--- src/rtl/voice_allocator.sv ---
// Polyphonic voice allocator: accepts note events, scans a register voice table
// one slot per cycle and issues one start/release command. Optional stealing: VOICE_STEAL_EN.
module voice_allocator #(
    parameter int NUM_VOICES = 32,
    parameter int VOICE_BITS = 5,
    parameter int AGE_W      = 8
) (
    input  logic                  clk32,
    input  logic                  rst,
    input  logic                  ev_valid,
    output logic                  ev_ready,
    input  logic                  ev_note_on,
    input  logic [6:0]            ev_note,
    input  logic [3:0]            ev_channel,
    input  logic [6:0]            ev_velocity,
    input  logic [NUM_VOICES-1:0] voice_free,
    output logic                  alloc_valid,
    output logic [VOICE_BITS-1:0] alloc_voice,
    output logic                  alloc_on,
    output logic [6:0]            alloc_note,
    output logic [3:0]            alloc_channel,
    output logic [6:0]            alloc_velocity,
    output logic                  alloc_stolen,
    output logic [VOICE_BITS:0]   active_count,
    output logic [7:0]            drop_count
);

    localparam logic [1:0] ST_IDLE  = 2'd0;
    localparam logic [1:0] ST_SCAN  = 2'd1;
    localparam logic [1:0] ST_ISSUE = 2'd2;

    localparam logic [VOICE_BITS-1:0] LAST_IDX = VOICE_BITS'(NUM_VOICES - 1);
    localparam logic [AGE_W-1:0]      AGE_MAX  = {AGE_W{1'b1}};

    logic [1:0]            state_q, state_d;
    logic [VOICE_BITS-1:0] scan_idx_q, scan_idx_d;

    logic                  evt_on_q, evt_on_d;
    logic [6:0]            evt_note_q, evt_note_d;
    logic [3:0]            evt_chan_q, evt_chan_d;
    logic [6:0]            evt_vel_q, evt_vel_d;

    logic                  match_found_q, match_found_d;
    logic [VOICE_BITS-1:0] match_idx_q, match_idx_d;
    logic                  free_found_q, free_found_d;
    logic [VOICE_BITS-1:0] free_idx_q, free_idx_d;

    logic [NUM_VOICES-1:0]            active_q, active_d;
    logic [NUM_VOICES-1:0]            released_q, released_d;
    logic [NUM_VOICES-1:0][6:0]       note_tab_q, note_tab_d;
    logic [NUM_VOICES-1:0][3:0]       chan_tab_q, chan_tab_d;
    logic [NUM_VOICES-1:0][AGE_W-1:0] age_q, age_d;

    logic [VOICE_BITS:0]   active_count_q, pop_d;
    logic [7:0]            drop_count_q;

    logic                  cmd_valid;
    logic [VOICE_BITS-1:0] cmd_voice;
    logic                  cmd_on;
    logic                  cmd_stolen;
    logic                  cmd_drop;

    logic                  accept;
    logic                  slot_match;

    assign ev_ready   = (state_q == ST_IDLE);
    assign accept     = ev_valid && ev_ready;
    assign slot_match = active_q[scan_idx_q] &&
                        (note_tab_q[scan_idx_q] == evt_note_q) &&
                        (chan_tab_q[scan_idx_q] == evt_chan_q);

`ifdef VOICE_STEAL_EN
    logic                  old_found_q;
    logic [VOICE_BITS-1:0] old_idx_q;
    logic [AGE_W-1:0]      old_age_q;

    // Strictly-greater compare keeps the lowest index among equally old voices.
    always_ff @(posedge clk32) begin
        if (rst || accept) begin
            old_found_q <= 1'b0;
            old_idx_q   <= '0;
            old_age_q   <= '0;
        end else if (state_q == ST_SCAN && active_q[scan_idx_q] &&
                     (!old_found_q || age_q[scan_idx_q] > old_age_q)) begin
            old_found_q <= 1'b1;
            old_idx_q   <= scan_idx_q;
            old_age_q   <= age_q[scan_idx_q];
        end
    end
`endif

    always_comb begin
        state_d       = state_q;
        scan_idx_d    = scan_idx_q;
        evt_on_d      = evt_on_q;
        evt_note_d    = evt_note_q;
        evt_chan_d    = evt_chan_q;
        evt_vel_d     = evt_vel_q;
        match_found_d = match_found_q;
        match_idx_d   = match_idx_q;
        free_found_d  = free_found_q;
        free_idx_d    = free_idx_q;
        case (state_q)
            ST_IDLE: begin
                if (accept) begin
                    // Velocity-0 note-on is a note-off from here on.
                    evt_on_d      = ev_note_on && (ev_velocity != 7'd0);
                    evt_note_d    = ev_note;
                    evt_chan_d    = ev_channel;
                    evt_vel_d     = ev_velocity;
                    match_found_d = 1'b0;
                    match_idx_d   = '0;
                    free_found_d  = 1'b0;
                    free_idx_d    = '0;
                    scan_idx_d    = '0;
                    state_d       = ST_SCAN;
                end
            end
            ST_SCAN: begin
                if (!match_found_q && slot_match) begin
                    match_found_d = 1'b1;
                    match_idx_d   = scan_idx_q;
                end
                if (!free_found_q && !active_q[scan_idx_q]) begin
                    free_found_d = 1'b1;
                    free_idx_d   = scan_idx_q;
                end
                if (scan_idx_q == LAST_IDX) begin
                    state_d = ST_ISSUE;
                end else begin
                    scan_idx_d = scan_idx_q + VOICE_BITS'(1);
                end
            end
            ST_ISSUE: state_d = ST_IDLE;
            default:  state_d = ST_IDLE;
        endcase
    end

    always_comb begin
        cmd_valid  = 1'b0;
        cmd_voice  = '0;
        cmd_on     = 1'b0;
        cmd_stolen = 1'b0;
        cmd_drop   = 1'b0;
        if (state_q == ST_ISSUE) begin
            if (evt_on_q) begin
                if (match_found_q) begin
                    cmd_valid = 1'b1;
                    cmd_voice = match_idx_q;
                    cmd_on    = 1'b1;
                end else if (free_found_q) begin
                    cmd_valid = 1'b1;
                    cmd_voice = free_idx_q;
                    cmd_on    = 1'b1;
                end else begin
`ifdef VOICE_STEAL_EN
                    if (old_found_q) begin
                        cmd_valid  = 1'b1;
                        cmd_voice  = old_idx_q;
                        cmd_on     = 1'b1;
                        cmd_stolen = 1'b1;
                    end else begin
                        cmd_drop = 1'b1;
                    end
`else
                    cmd_drop = 1'b1;
`endif
                end
            end else begin
                // Release only a voice that is still sounding and not already released.
                if (match_found_q && active_q[match_idx_q] && !released_q[match_idx_q]) begin
                    cmd_valid = 1'b1;
                    cmd_voice = match_idx_q;
                end else begin
                    cmd_drop = 1'b1;
                end
            end
        end
    end

    // Envelope frees apply first so that a same-cycle command write overrides them.
    always_comb begin
        active_d   = active_q;
        released_d = released_q;
        note_tab_d = note_tab_q;
        chan_tab_d = chan_tab_q;
        age_d      = age_q;
        for (int i = 0; i < NUM_VOICES; i++) begin
            if (voice_free[i]) begin
                active_d[i]   = 1'b0;
                released_d[i] = 1'b0;
            end
        end
        if (cmd_valid) begin
            if (cmd_on) begin
                for (int i = 0; i < NUM_VOICES; i++) begin
                    if (active_q[i] && age_q[i] != AGE_MAX) begin
                        age_d[i] = age_q[i] + AGE_W'(1);
                    end
                end
                active_d[cmd_voice]   = 1'b1;
                released_d[cmd_voice] = 1'b0;
                note_tab_d[cmd_voice] = evt_note_q;
                chan_tab_d[cmd_voice] = evt_chan_q;
                age_d[cmd_voice]      = '0;
            end else begin
                released_d[cmd_voice] = 1'b1;
            end
        end
    end

    always_comb begin
        pop_d = '0;
        for (int i = 0; i < NUM_VOICES; i++) begin
            pop_d = pop_d + (VOICE_BITS+1)'(active_q[i]);
        end
    end

    always_ff @(posedge clk32) begin
        if (rst) begin
            state_q        <= ST_IDLE;
            scan_idx_q     <= '0;
            evt_on_q       <= 1'b0;
            evt_note_q     <= '0;
            evt_chan_q     <= '0;
            evt_vel_q      <= '0;
            match_found_q  <= 1'b0;
            match_idx_q    <= '0;
            free_found_q   <= 1'b0;
            free_idx_q     <= '0;
            active_q       <= '0;
            released_q     <= '0;
            note_tab_q     <= '0;
            chan_tab_q     <= '0;
            age_q          <= '0;
            active_count_q <= '0;
            drop_count_q   <= '0;
        end else begin
            state_q        <= state_d;
            scan_idx_q     <= scan_idx_d;
            evt_on_q       <= evt_on_d;
            evt_note_q     <= evt_note_d;
            evt_chan_q     <= evt_chan_d;
            evt_vel_q      <= evt_vel_d;
            match_found_q  <= match_found_d;
            match_idx_q    <= match_idx_d;
            free_found_q   <= free_found_d;
            free_idx_q     <= free_idx_d;
            active_q       <= active_d;
            released_q     <= released_d;
            note_tab_q     <= note_tab_d;
            chan_tab_q     <= chan_tab_d;
            age_q          <= age_d;
            active_count_q <= pop_d;
            if (cmd_drop && drop_count_q != 8'hFF) begin
                drop_count_q <= drop_count_q + 8'd1;
            end
        end
    end

    assign alloc_valid    = cmd_valid;
    assign alloc_voice    = cmd_voice;
    assign alloc_on       = cmd_on;
    assign alloc_stolen   = cmd_stolen;
    assign alloc_note     = cmd_valid ? evt_note_q : 7'd0;
    assign alloc_channel  = cmd_valid ? evt_chan_q : 4'd0;
    assign alloc_velocity = cmd_valid ? evt_vel_q  : 7'd0;
    assign active_count   = active_count_q;
    assign drop_count     = drop_count_q;

endmodule
--- config.mk ---
export PLATFORM = sky130hd
export DESIGN_NAME = voice_allocator
export DESIGN_NICKNAME = d
export VERILOG_FILES = /design/src/rtl/voice_allocator.sv
export SDC_FILE = /design/constraint.sdc
export NUM_CORES = 1
export LEC_CHECK = 0
export CORE_UTILIZATION = 35
export CTS_BUF_LIST = sky130_fd_sc_hd__clkbuf_16
export DETAILED_ROUTE_END_ITERATION = 8
export PLACE_DENSITY = 0.54
export SLEW_MARGIN = 20
export SYNTH_ARGS = -nofsm -noshare
export SYNTH_HDL_FRONTEND = slang
export SYNTH_SLANG_ARGS = --single-unit
--- constraint.sdc ---
create_clock -name clk32 -period 4.32 [get_ports clk32]
set_input_delay 0.864 -clock clk32 [delete_from_list [all_inputs] [get_ports clk32]]
set_output_delay 0.864 -clock clk32 [all_outputs]
set_load 0.1 [all_outputs]
==> results.md <==
- The total of warnings raised by yosys is 0.
- The maximum number of buffers from clock root to sink is 3.
- The number of cells on the worst reg-to-reg path is 16.
- In this design, the stage delay of the slowest critical-path cell is 510 ps.
- A synthesized cell averages 9.67 um2.
- The unique cell type count in the Yosys netlist is 67.
- The global routing's busiest layer is met2.
- In the routed layout, each cell is associated on average with a via count of 5.23.
- Global routing consumed, over all layers together, 20.5% of the routing resources.
- The routed wire length per instance is 20.7 um.
- The critical path goes through inv_2 -> fa_1 -> fa_1 -> inv_1 -> fa_1 -> inv_1 -> fa_1 -> fa_1 -> fa_1 -> inv_2 -> ha_4 -> fa_2 -> a21o_1 -> a21oi_2 -> xor2_1 -> nor2_1.
- The worst slack at placement is -300 ps.
- The initial utilization of the core area, before any placement, comes to 35.4%.
- TritonCTS built the clock tree.
- In this run the number of H-tree levels came out at 2.
- 95 I/O pins were placed.
- The gate count after technology mapping is 2,311.
- The element type at the critical path end is a register.
- In the post-synthesis netlist, the biggest area contributors are dfxtp_1, mux2i_1, mux4_2, nor2_1, a21oi_1.
- The half-perimeter wire length of the detailed placement result is 45,800 um.
- The number of logic stages on the critical path including buffering is 16.
- The area of the die is 64,800 um2.
- The worst setup margin is -250 ps.
- After synthesis, the share of flip-flops with an asynchronous set or reset is 0%.
- Entering global routing, the biggest net connects 158 pins.
- The number of enable flip-flop cells after synthesis is 0.
- The floorplan row count is 92.
- The floorplan step set the die width to 255 um.
- The worst reg2reg path endpoint is active_count[4].
- The number of design-rule violations left by the first detailed-router iteration is 1,141.
- The time the final worst path needs with I/O delays and setup is 4570 ps.
- The initial antenna violation count came to 0.
- Setup repair after global routing could not meet its margin everywhere.
- The global routing usage on met2 is 34.6%.
- The global routing met3 resource utilization is 2.64%.
- In this run the cell area of the synthesized design comes to 22,300 um2.
- The flow ran to the end, but the final reports show violations.
- The worst ir drop on vdd is 280 uV.
- The final-report hold violation count is 0.
- Net switching is 23.1% of the power.
- Relative to the synthesized area, the layout overhead comes to 18.3%.
- Counting both buffers and inverters, the worst setup path holds a total of 4.
- The launch point of the worst path is active_q[27].
- For this run, the post-layout net count is 2,454.
- The first global-routing pass estimated 102,000 um of wire.
- Measured against its own limit, the worst slew margin works out to 20.8%.
- The number of pins exceeding their max-slew limit in the final report is 0.
- The clock arrives with 11.8 ps of skew.
- The fraction of met1 tracks used by global routing is 26.4%.
- The design draws 9290 uW.
- The number of setup violations in the final report is 4.
- The transition time at the pin with the least slew margin is 1190 ps.
- The count of buffers from port buffering is 93.
- The startpoint identified for the worst register-to-register timing path is active_q[27].
- The cell occurring most often along the worst timing path is fa_1.
- In this run, synthesis produced a sequential element count of 468.
- In this run the standard cell core region covers 63,100 um2.
- The worst path arrival time is 5020 ps.
- Power spread over the standard cell area amounts to 351 nW/um2.
- Summed over its instances, the top area cell type makes up 41.9% of the synthesized netlist area.
- The setup check on the worst reg-to-reg path leaves a slack of -250 ps.
- The congestion estimate from routability-driven global placement came to 0.853.
- STA classifies the critical path startpoint as a register.
- The max-capacitance violation count is 0.
- The combinational share of power is 4.8%.
- The fraction of the cycle the final worst path needs is 106%.
- Along the worst path, the maximum fanout reaches 2.
- The setup TNS is -782 ps.
- The most area-hungry cell type in the Yosys netlist is dfxtp_1.
- The critical path endpoint is active_count[4].
- The die is 255 um tall.
- The number of hold-repair buffers added at the cts stage is 0.
- The checks that failed: setup timing.
- For this run, design rule violations remaining after detail routing come to 0.
- The required time of the critical path is 4770 ps.
- Global routing finished with a remaining overflow of 0.
- The leakage power figure is 0.0113 uW.
- The worst setup path is of the reg2reg kind.
- The sequential group share of total power is 46.9%.
- Summing the sequential cell areas from Yosys gives 41.9% of the chip area.
- On the critical path, the stage with the largest delay is an instance of fa_1.
- The via count is 17,008.
- The synthesized netlist net count is 2,399.
- The first detailed-routing pass ran for 7 iterations.
- In the final layout, the share of cells above drive strength 1 is 14.0%.
- The CTS buffer count is 51.
- The worst min-delay path category is reg2reg.
- The cell sitting at the root of the clock tree is a clkbuf_16.
- The number of antenna diodes in the final layout is 0.
- The internal power is 7140 uW.
- The leading register cell type out of synthesis is dfxtp_1.
- The clock transition time at the flip-flop clock pins of the worst setup and hold paths is 60 ps.
- The via count of the first global-routing pass is 16,802.
- The number of sinks handled by clock tree synthesis is 468.
- The total detailed-routing wirelength is 67,300 um.
- Once detail routing completed, the nets flagged for antenna violations numbered 0.
- The timing-limited maximum frequency is 0.219 GHz.
- On the critical path the largest part of the delay comes from adder cells.
- The relative contribution of the clock network to total power is 48.3%.
- The worst-skew pair later-pin latency is 600 ps.
- The net load switching power is 2140 uW.
Yosys cell counts, drive strengths merged (11+ instances only):
master  number
nand3       66
nand2      105
a31oi       11
nor2       375
inv         85
mux4        69
fa          24
o221ai      17
dfxtp      468
buf         82
and2        14
nor2b       61
and3        24
nand2b      34
a22oi       27
xnor2       13
a21oi      135
clkbuf     125
nor3        33
o22ai       11
mux2i      414
worst min-delay path, cell delays in order, from the launching register on:
cell and delay, ps:
dfxtp_1 310, nand2_1 50, a21oi_1 50
state kept, by name, summed over array words and instances, names as in the netlist, 6 cells and up:
| name | count |
|---|---|
| chan_tab_q | 128 |
| note_tab_q | 224 |
| evt_note_q | 7 |
| active_count | 6 |
| drop_count | 8 |
| active_q | 32 |
| released_q | 32 |
| evt_vel_q | 7 |
area by class of cell:
cell class | count | area [um2]
tap | 846 | 1060
clock buffer | 52 | 1300
timing repair buffer | 208 | 2160
inverter | 86 | 323
multi-input combinational | 1551 | 11800
clock inverter | 43 | 409
fill | 6160 | 36700
sequential | 468 | 9380
metal layers:
layer  vias up  share of wire [%]
met4         0                3.9
met3       137                4.8
li1       8094                  -
met1      8347                 43
met5         -                  0
met2       430                 48
kinds of logic (layout without fill, tap and decap cells):
| kind of cell | after synthesis | after routing | synth area share (%) |
|---|---|---|---|
| AO/OA/AOI/OAI | 248 | 248 | 7.02 |
| buffers and inverters | 293 | 389 | 5.79 |
| flip-flops | 468 | 468 | 41.9 |
| AND/OR/NAND/NOR | 764 | 764 | 16.2 |
| adder cells (fa/ha/maj) | 34 | 34 | 2.71 |
| XOR/XNOR | 16 | 16 | 0.627 |
| multiplexers | 487 | 488 | 25.7 |
| other | 1 | 1 | 0.0168 |
placed cells by master, fill, tap and decap left out, drive strengths merged, types with 8 or more instances in the layout:
| cell | Yosys | final |
|---|---|---|
| a22oi | 27 | 27 |
| and3 | 24 | 24 |
| or3 | 9 | 9 |
| bufinv | 0 | 8 |
| o221ai | 17 | 17 |
| xnor2 | 13 | 13 |
| a31oi | 11 | 11 |
| o22ai | 11 | 11 |
| nand2b | 34 | 34 |
| nor4 | 9 | 9 |
| nand2 | 105 | 105 |
| nor2 | 375 | 375 |
| mux4 | 69 | 69 |
| o21ai | 8 | 8 |
| buf | 82 | 141 |
| nor2b | 61 | 61 |
| fa | 24 | 24 |
| clkbuf | 125 | 52 |
| nor3 | 33 | 33 |
| nand3 | 66 | 66 |
| and3b | 8 | 8 |
| dfxtp | 468 | 468 |
| a21oi | 135 | 135 |
| mux2i | 414 | 414 |
| clkdlybuf4s50 | 0 | 67 |
| ha | 10 | 10 |
| and2 | 14 | 14 |
| inv | 85 | 91 |
| clkinv | 1 | 28 |
per-stage QoR:
step	cell area, um2	std cells	hold slack, ps	util [%]
after floorplan	22300	2311	432	-
after CTS	26400	3252	455	41.8
after global placement	24600	3156	439	39.0
after detailed placement	24600	3156	447	39.0
after global routing	26400	3254	472	41.9
final	26400	3254	453	41.9
power groups by stage:
stage,Sequential (uW),Clock (uW),Combinational [uW]
after floorplan,4430,0,287
after global placement,4450,0,440
after detailed placement,4450,0,443
after CTS,4360,4580,444
after global routing,4350,4770,473
final,4360,4490,444
timing repair:
item / 4_1_cts / 5_1_grt
endpoints found under the hold margin: 0 / 0
gates cloned: 0 / 1
endpoints found under the setup margin: 25 / 25
pin swaps: 9 / 5
buffers inserted: 1 / 2
resized for setup: 7 / 12
how the worst min path moves through the flow:
stage                         start              end  slack, ps  cells past startpoint
detailed placement     evt_vel_q[2]     evt_vel_q[2]        450                      2
CTS                    evt_vel_q[2]     evt_vel_q[2]        460                      2
global route           evt_vel_q[1]     evt_vel_q[1]        470                      2
global placement     chan_tab_q[75]   chan_tab_q[75]        440                      2
floorplan              evt_vel_q[0]     evt_vel_q[0]        430                      2
finish              note_tab_q[125]  note_tab_q[125]        450                      2
No activity file was read; power rests on OpenSTA's default activity.
